### src/rtl/br_svc_rx.sv
// BrLite service receiver: filters broadcast flits addressed to this PE and
// queues the storable ones in a FIFO that the NI drains with pop pulses.
module br_svc_rx #(
   parameter int unsigned DEPTH    = 8,
   parameter logic [15:0] SEQ_ADDR = 16'h0000
) (
   input  logic                     clk_i,
   input  logic                     rst_ni,
   input  logic                     br_req_i,
   output logic                     br_ack_o,
   input  logic [105:0]             br_data_i,
   output logic                     br_svc_rx_o,
   input  logic                     br_svc_ack_i,
   output logic [87:0]              br_svc_data_o,
   output logic [$clog2(DEPTH):0]   count_o,
   output logic [1:0]               state_o
);

   localparam int unsigned PW = $clog2(DEPTH);
   localparam int unsigned CW = PW + 1;
   localparam logic [CW-1:0] DEPTH_C = CW'(DEPTH);

   localparam logic [1:0] SVC_ALL    = 2'd0;
   localparam logic [1:0] SVC_TARGET = 2'd1;

   // Handshake: the local port raises br_req_i with the flit and holds both
   // until br_ack_o pulses for one cycle; a new flit is only taken after
   // br_req_i has dropped, so a held request is never accepted twice.
   typedef enum logic [1:0] {
      ST_IDLE = 2'd0,
      ST_ACK  = 2'd1,
      ST_WAIT = 2'd2
   } state_e;

   state_e           state_q, state_d;
   logic [PW-1:0]    wptr_q, wptr_d;
   logic [PW-1:0]    rptr_q, rptr_d;
   logic [CW-1:0]    count_q, count_d;
   logic [87:0]      mem_q [DEPTH];

   logic [1:0]       svc;
   logic [15:0]      seq_target;
   logic [87:0]      entry;
   logic             storable;
   logic             room;
   logic             pop;
   logic             accept;
   logic             push;
   logic             unused_bits;

   assign svc        = br_data_i[105:104];
   assign seq_target = br_data_i[79:64];
   assign entry      = {br_data_i[103:96], br_data_i[95:80], br_data_i[63:48],
                        br_data_i[47:16], seq_target};
   assign unused_bits = ^br_data_i[15:0];

   assign storable = (svc == SVC_ALL) ||
                     ((svc == SVC_TARGET) && (seq_target == SEQ_ADDR));
   assign pop      = br_svc_ack_i && (count_q != '0);
   // A pop in the same cycle frees the slot, so a full queue can still accept.
   assign room     = (count_q < DEPTH_C) || pop;
   assign accept   = (state_q == ST_IDLE) && br_req_i && (!storable || room);
   assign push     = accept && storable;

   // State register
   always_ff @(posedge clk_i or negedge rst_ni) begin
      if (!rst_ni) begin
         state_q <= ST_IDLE;
      end else begin
         state_q <= state_d;
      end
   end

   // Next-state logic
   always_comb begin
      state_d = state_q;
      case (state_q)
         ST_IDLE: if (accept)    state_d = ST_ACK;
         ST_ACK:                 state_d = ST_WAIT;
         ST_WAIT: if (!br_req_i) state_d = ST_IDLE;
         default:                state_d = ST_IDLE;
      endcase
   end

   // Output logic
   always_comb begin
      br_ack_o = 1'b0;
      if (state_q == ST_ACK) br_ack_o = 1'b1;
   end

   assign state_o = state_q;

   always_comb begin
      wptr_d  = wptr_q;
      rptr_d  = rptr_q;
      count_d = count_q;
      if (push) wptr_d = wptr_q + PW'(1);
      if (pop)  rptr_d = rptr_q + PW'(1);
      case ({push, pop})
         2'b10:   count_d = count_q + CW'(1);
         2'b01:   count_d = count_q - CW'(1);
         default: count_d = count_q;
      endcase
   end

   always_ff @(posedge clk_i or negedge rst_ni) begin
      if (!rst_ni) begin
         wptr_q  <= '0;
         rptr_q  <= '0;
         count_q <= '0;
      end else begin
         wptr_q  <= wptr_d;
         rptr_q  <= rptr_d;
         count_q <= count_d;
      end
   end

   // Storage is left uninitialised; only pointers and count define validity.
   always_ff @(posedge clk_i) begin
      if (push) mem_q[wptr_q] <= entry;
   end

   assign br_svc_data_o = mem_q[rptr_q];
   assign br_svc_rx_o   = (count_q != '0);
   assign count_o       = count_q;

endmodule

### config.mk
export PLATFORM = sky130hd
export DESIGN_NAME = br_svc_rx
export DESIGN_NICKNAME = d
export VERILOG_FILES = /design/src/rtl/br_svc_rx.sv
export SDC_FILE = /design/constraint.sdc
export NUM_CORES = 1
export LEC_CHECK = 0
export BUFFER_PORTS_ARGS = -buffer_cell sky130_fd_sc_hd__buf_2
export CORE_ASPECT_RATIO = 0.75
export CORE_MARGIN = 10
export CORE_UTILIZATION = 50
export CTS_BUF_LIST = sky130_fd_sc_hd__clkbuf_2
export DETAILED_ROUTE_END_ITERATION = 16
export HOLD_SLACK_MARGIN = 0.1
export PLACE_DENSITY = 0.73
export SLEW_MARGIN = 30
export SYNTH_ARGS = -nofsm -noshare
export SYNTH_HDL_FRONTEND = slang
export SYNTH_SLANG_ARGS = --single-unit
### constraint.sdc
create_clock -name clk_i -period 10.62 [get_ports clk_i]
set_input_delay 0.531 -clock clk_i [delete_from_list [all_inputs] [get_ports clk_i]]
set_output_delay 0.531 -clock clk_i [all_outputs]
set_load 0.005 [all_outputs]
; ---- After elaboration in Yosys (flattened, before gate mapping)
; Memory sizes are Yosys's and may differ from the RTL's.
; Cells that the tools add are included.
; Widths: inputs -> output; s select.
[totals]
regBits = 12
ram_bits = 704
in_bits = 110
wordCells = 39
n_memories = 1
[memory_table]
columns = name, depth, word_bits, read_ports, rd_clocked_by_memory_dff, write_ports, line_no
row1 = mem_q, 8, 88, 1, 0, 1, 39  ; logic [87:0] mem_q [DEPTH];
[classes]
n_addsub = 4
order_cmp = 1
eq_ne = 7
n_mux = 7
n_reduce_logical = 15
[ops]
columns = operator, count
row1 = $logic_not 16->1, 1
row2 = $pmux 4 s2, 1
row3 = $add 3x1->3 const B, 2
row4 = $eq 2x1->1 const B, 3
row5 = $pmux 2 s3, 1
row6 = $logic_and 1x1->1, 5
row7 = $add 4x1->4 const B, 1
row8 = $eq 2x2->1 const B, 2
row9 = $logic_not 2->1, 2
row10 = $lt 4x4->1 const B, 1
row11 = $mux 2, 2
row12 = $ne 2x2->1 const B, 2
row13 = $reduce_bool 4->1, 1
row14 = $sub 4x1->4 const B, 1
row15 = $logic_or 1x1->1, 3
row16 = $mux 1, 3
row17 = $reduce_and 2->1, 1
row18 = $reduce_bool 2->1, 1
row19 = $logic_not 1->1, 1

; ---- Depth between registers and ports, before layout
; Gate-level depths: netlist of the first run.
[logic_depth]
ltp_word = 9
mapped_depth = 12
ltp_nobuf = 10

; ---- Worst setup path after synthesis of the first run
; No wires, ideal clock.
[synth_timing]
path_kind = input to register
from = in br_data_i[66]
to = mem mem_q[4][0], enable pin
arrival_ns = 9.766
required_time_ns = 9.869
setup_slack_ns = 0.103
path_stages = 5
path_buffers = 1
cell_sequence = nor4_1 -> nand4_1 -> a211o_1 -> buf_2 -> nor4_1
[synth_between]
elab_chain_len = 9
[synth_rtl]
columns = item, line_no
row1 = start: declaration, 11  ; input logic [105:0] br_data_i,
row2 = $logic_not 16->1 (*), 58  ; ((svc == SVC_TARGET) && (seq_target == SEQ_ADDR));
row3 = $logic_and 1x1->1 (*), 58
row4 = $logic_or 1x1->1 (*), 57  ; assign storable = (svc == SVC_ALL) ||
row5 = $logic_not 1->1, 62  ; assign accept = (state_q == ST_IDLE) && br_req_i && (!storable || room);
row6 = $logic_or 1x1->1, 62
row7 = $logic_and 1x1->1, 62
row8 = $logic_and 1x1->1 (*), 63  ; assign push = accept && storable;
row9 = $mux 1 (*), 120  ; if (push) mem_q[wptr_q] <= entry;
row10 = $mux 1 (implied by the code) (*), 120
row11 = end: declaration, 39
; Mark *: on every way between the ends. The rest lies on a longest branch, timed or not.

; ---- Worst setup path after layout of the first run
[layout_timing]
from = reg rptr_q[0]
to = out br_svc_data_o[60]
[layout_between]
elab_chain_len = 1
[layout_rtl]
columns = item, line_no
row1 = start: declaration, 37  ; logic [PW-1:0] rptr_q, rptr_d;
row2 = start signal: assignment, 113  ; rptr_q <= rptr_d;
row3 = $mem_v2 8x88, -
row4 = end: declaration, 14  ; output logic [87:0] br_svc_data_o,
; Every way passes these cells.

==> impl_metrics.tcl, run 1 <==
set metrics [dict create \
    clock-sinks 716 \
    post-cts-setup-buffers 0 \
    power_mw 6.95 \
    final-hold-violation-count 0 \
    critical_path.endpoint_type "output pin" \
    chipWidth_um 289 \
    ys_warn_count 0 \
    cts-htree-levels 4 \
    synthTopCellsByCount "edfxtp_1, mux4_2, mux2_2" \
    cts_tree "built" \
    n_fill_cell 3818 \
    avgSynthCellArea_um2 24.9 \
    vias_per_cell 5.42 \
    core_um2 53300 \
    power_density_nw_per_um2 215 \
    die-height_um 222 \
    cts_buffers 164 \
    root_buffer "clkbuf_2" \
    layout-drive-gt1-share_pct 43.5 \
    cts_resized 0 \
    synth_edf_count 704 \
    antenna_found_initial 4 \
    yosys-top-cells-area "edfxtp_1, mux4_2, mux2_2, dfrtp_1, buf_6" \
    fin_crit_ns 4.49 \
    grt_pass1_vias 14503 \
    clk_latency_ns 1.17 \
    ys_seq_area_share_pct 78.9 \
    synth_ff_type "edfxtp_1" \
    critPathArrivalTime_ns 3.96 \
    setup_ws_ns 6.13 \
    synth_top_area_share_pct 77.8 \
    finalSetupViolCount 0 \
    final_cells 2435 \
    vdd_drop_max_v 0.000166 \
    max-clock-path-buffers 3 \
    pwr-share-clk_pct 24.1 \
    dieArea_um2 64100 \
    drv_slew 0 \
    ys_types 32 \
    rsz0062_at_grt "false" \
    num_rows 73 \
    hold_buffers 191 \
    route.vias.total 13204 \
    drv_cap 0 \
    cp-start-kind "register" \
    grt_first_pass_wirelength_um 84800 \
    clk_pin_slew_worst_paths_ns 0.09 \
    start_util_pct 50.9 \
    status "finished, final reports clean" \
    finClkSkew_ns 0.105 \
    grtUsageTotal_pct 17.3 \
    syn_nets 1206 \
    fin_crit_sh_pct 42.3 \
    post-synth-top-count-cell "edfxtp_1" \
    critical_path_class "reg2out" \
    wl_um 54800 \
    synth.cell_area_um2 27200 \
    wl_per_cell_um 22.5 \
    path_cells "buf_4, mux4_2, mux2_2, buf_2" \
    min_path_type "in2reg" \
    timing.slew.headroom_pct 35.5 \
    design_area_um2 32300 \
    cp_slowest_cell "dfrtp_4" \
    area_delta_synth_final_pct 18.9 \
    synth_top_area_cell "edfxtp_1" \
    tightest_slew_ns 0.967 \
    path_max_fanout 42 \
    max_stage_delay_ns 0.94 \
    combPwrFrac_pct 27.9 \
    syn_inst 1091 \
    drt-initial-drc-count 939 \
    overflow 0 \
    num-nets-final 1721 \
    antenna_left 0 \
    synth_seq_cells 716 \
    fin_util_pct 60.5 \
    switching_power_mw 2.02 \
    setup_tns_ns 0 \
    synthArstFlopShare_pct 1.68 \
    route.detailed.drc 0 \
    place_inst 1960 \
    pwr-share-seq_pct 48.1 \
    ios 206 \
    portBuffers 189 \
    worst_hold_slack_ns 0.254 \
    p_int_mw 4.93 \
    place_ws_ns 6.24 \
    fmax_mhz 222 \
    hpwlAfterDp_um 27800 \
    postPlaceCellArea_um2 28900 \
    gp_congestion 0.691 \
    switching_share_pct 29.0 \
    firstDrtPassIters 5 \
    required_ns 10.09 \
    grt_max_degree 101 \
    leakage_nw 10.9 \
]
-- critical path, delay by kind of cell, from the launching register on --
kind	cells	cell delay, ns
buffers and inverters	2	0.91
DFF	1	0.94
muxes	2	0.90
-- power by group through the flow --
stage / combinational, mW / sequential [mW] / clock, mW
final: 1.94 / 3.34 / 1.67
after detailed placement: 1.88 / 3.44 / 0
after floorplan: 1.42 / 3.29 / 0
after global placement: 1.87 / 3.43 / 0
after CTS: 1.95 / 3.37 / 1.74
after global routing: 2.10 / 3.36 / 1.90
-- cell usage in the layout, fill, tap and decap left out, types with 2 or more instances in the layout --
cell type / synthesis / routed
nor4_2: 0 / 4
xor2_1: 5 / 5
diode_2: 0 / 4
clkinv_1: 0 / 19
dfrtp_1: 12 / 9
clkinv_2: 0 / 6
dfrtp_4: 0 / 3
edfxtp_1: 704 / 704
nor4_1: 8 / 4
clkinv_4: 0 / 3
nor4b_4: 0 / 2
buf_4: 0 / 20
dlygate4sd3_1: 0 / 191
buf_2: 18 / 189
nand2b_1: 2 / 2
buf_12: 0 / 2
clkbuf_2: 0 / 242
inv_2: 1 / 4
nand2_1: 7 / 7
nor2b_1: 2 / 2
nor3_2: 0 / 2
ha_1: 5 / 5
mux4_2: 176 / 176
xnor2_1: 5 / 5
clkinvlp_4: 0 / 3
inv_1: 3 / 3
bufinv_16: 0 / 2
nand3b_1: 2 / 2
mux2_2: 89 / 89
-- state kept, by name, indices dropped and copies added (netlist names) --
register  cells
rptr_q        3
mem_q       704
count_o       4
wptr_q        3
state_o       2
-- final cells by class --
cell class	count	area (um^2)	share of cell area [%]
multi-input cells	318	5420	16.8
clock inverters	37	230	0.713
flip-flops and latches	716	21500	66.5
well taps	712	891	2.76
clock buffers	242	1210	3.75
inverters	4	15.0	0.0465
diodes	4	10.0	0.0310
repair buffers	402	3050	9.44
-- routing by layer --
layer  track usage (%)  routed length [um]
met5                 0                  25
met4              4.86                 804
met1              22.4               22500
met3              5.33                3840
met2              28.1               27700
-- cells by family (layout without fill, tap and decap cells) --
| family | after synthesis | after routing | synth area share (%) |
|---|---|---|---|
| compound gates | 6 | 6 | 0.170 |
| xor+xnor | 10 | 10 | 0.322 |
| fa+ha+maj | 5 | 5 | 0.230 |
| buf+inv | 57 | 685 | 1.29 |
| flops | 716 | 716 | 78.9 |
| mux | 266 | 266 | 18.3 |
| other cells | 0 | 4 | 0 |
| simple gates | 31 | 31 | 0.719 |
-- worst paths after layout --
path | start | endpoint | slack, ns | cells after the start
hold / removal | br_data_i[39] | mem_q[5][39] | 0.25 | 2
max in group asynchronous | rst_ni | rptr_q[0] | 9.72 | 3
setup / recovery | rptr_q[0] | br_svc_data_o[60] | 6.13 | 4
min in group asynchronous | rst_ni | state_o[1] | 0.42 | 3
setup reg to reg | state_o[1] | mem_q[6][27] | 7.09 | 6
hold reg to reg | count_o[3] | count_o[3] | 0.52 | 1
No activity file was read; power rests on OpenSTA's default activity.
==> run 2: changes to the inputs <==
clock period = 4.1 ns   (was 10.62 ns; I/O delays follow)
==> run 2 against run 1 <==
Final area is 1.2% higher. Count of clock-buffer cells in the layout grew 1. First-iteration DRC count up 3.7%. Worst setup slack got worse by 5.5 ns. Register-to-register slack got worse by 5.8 ns. Routed wire length grew 3.6%. Clock skew rose by 0.010 ns. Sequential share of layout area decreased by 0.81 points. Global-route usage up 0.72 points. Core utilization increased by 0.74 points. Largest cell class unchanged.
==> impl_metrics.tcl, run 2 (synthesis gave the netlist of run 1 again) <==
set metrics [dict create \
    tightest_slew_ns 0.957 \
    fmax_mhz 288 \
    firstDrtPassIters 5 \
    wl_per_cell_um 23.2 \
    chipWidth_um 289 \
    postPlaceCellArea_um2 29200 \
    n_fill_cell 3840 \
    cts-htree-levels 4 \
    design_area_um2 32700 \
    power_mw 18.3 \
    route.detailed.drc 0 \
    crit_family "multiplexers" \
    grtUsageTotal_pct 18.1 \
    final_cells 2450 \
    ios 206 \
    grt_first_pass_wirelength_um 87700 \
    num-nets-final 1734 \
    r2r_start "state_o[1]" \
    hp-start "br_svc_ack_i" \
    cts_resized 0 \
    drt-initial-drc-count 974 \
    path_max_fanout 64 \
    critical_path.endpoint_type "output pin" \
    critical_path_class "reg2out" \
    crit_start "rptr_q[0]" \
    clk_latency_ns 1.16 \
    max-clock-path-buffers 3 \
    min_path_type "in2reg" \
    clk_pin_slew_worst_paths_ns 0.09 \
    num_rows 73 \
    finalSetupViolCount 0 \
    required_ns 3.89 \
    layout_commonest_cell "edfxtp_1" \
    route.vias.total 13315 \
    portBuffers 189 \
    root_buffer "clkbuf_2" \
    area_delta_synth_final_pct 20.3 \
    antenna_left 0 \
    clock-sinks 716 \
    fin_crit_ns 3.47 \
    vdd_drop_max_v 0.000531 \
    vias_per_cell 5.43 \
    worst-path-buf-inv 2 \
    power_density_nw_per_um2 562 \
    place_inst 1970 \
    status "finished, final reports clean" \
    max_stage_delay_ns 0.59 \
    finClkSkew_ns 0.115 \
    grt_pass1_vias 14543 \
    cts_buffers 167 \
    final_cell_mix "edfxtp_1, clkbuf_2, dlygate4sd3_1" \
    layout-drive-gt1-share_pct 44.0 \
    start_util_pct 50.9 \
    fin_crit_sh_pct 84.7 \
    core_um2 53300 \
    critPathArrivalTime_ns 3.27 \
    rsz0062_at_grt "false" \
    worst_hold_slack_ns 0.294 \
    timing.slew.headroom_pct 36.2 \
    grt_max_degree 93 \
    leakage_nw 11.0 \
    gp_congestion 0.709 \
    largest_reg_flops 704 \
    die-height_um 222 \
    path_cells "buf_12, mux4_2, mux2_2, buf_2" \
    overflow 0 \
    setup_tns_ns 0 \
    cts_tree "built" \
    antenna_found_initial 9 \
    drv_cap 0 \
    drv_slew 0 \
    cp-start-kind "register" \
    final-hold-violation-count 0 \
    dieArea_um2 64100 \
    top_register "mem_q" \
    hpwlAfterDp_um 29700 \
    cp_slowest_cell "dfrtp_4" \
    wl_um 56800 \
]
-- run 2: worst paths after layout --
check	endpoint	slack [ns]	cells past startpoint
max	br_svc_data_o[48]	0.63	4
min	state_o[0]	0.29	5
max reg2reg	count_o[2]	1.29	10
min reg2reg	count_o[3]	0.54	1
max in group asynchronous	rptr_q[2]	2.89	4
min in group asynchronous	wptr_q[0]	0.71	4
-- run 2: through the flow --
| stage | util, % | setup slack [ns] |
|---|---|---|
| final | 61.3 | 0.629 |
| after global routing | 61.2 | 0.299 |
| after CTS | 61.2 | 0.408 |
| after detailed placement | 54.8 | 0.741 |
| after global placement | 54.8 | 0.808 |
| after floorplan | - | -0.943 |
-- run 2: final cells by class --
cell class                      instances  area (um^2)  share of cell area, %
Antenna cell                            8         20.0                 0.0613
Clock buffer                          243         1220                   3.72
Clock inverter                         37          280                  0.858
Inverter                                4         15.0                 0.0460
Multi-Input combinational cell        318         5530                   16.9
Sequential cell                       716        21500                   65.7
Tap cell                              712          891                   2.73
Timing Repair Buffer                  412         3280                   10.0
-- run 2: repair_timing --
| action | 4_1_cts | 5_1_grt |
|---|---|---|
| hold buffers | 192 | 0 |
| setup buffers | 0 | 0 |
| hold endpoints to repair | 728 | 0 |
-- run 2: metal layers --
| layer | GRT usage (%) | wire length (um) |
|---|---|---|
| met5 | 0 | 22 |
| met4 | 4.13 | 533 |
| met3 | 5.68 | 3970 |
| met2 | 28.3 | 27900 |
| met1 | 24.6 | 24400 |
-- run 2: power by group --
part | internal (mW) | leakage, nW | switching, mW
logic | 2.89 | 3.39 | 2.36
registers | 8.25 | 6.47 | 0.353
clock network | 1.83 | 1.14 | 2.66
total | 13.0 | 11.0 | 5.38
-- run 2: worst reg2reg max path, cell delays in order (launching register included) --
cell and delay, ns:
dfrtp_1 0.43, nor3b_2 0.30, nand2_1 0.11, a211o_1 0.57
ha_1 0.44, xor2_1 0.17, ha_1 0.19, a21oi_1 0.15
xor2_1 0.18, nor2_1 0.07, xor2_1 0.14
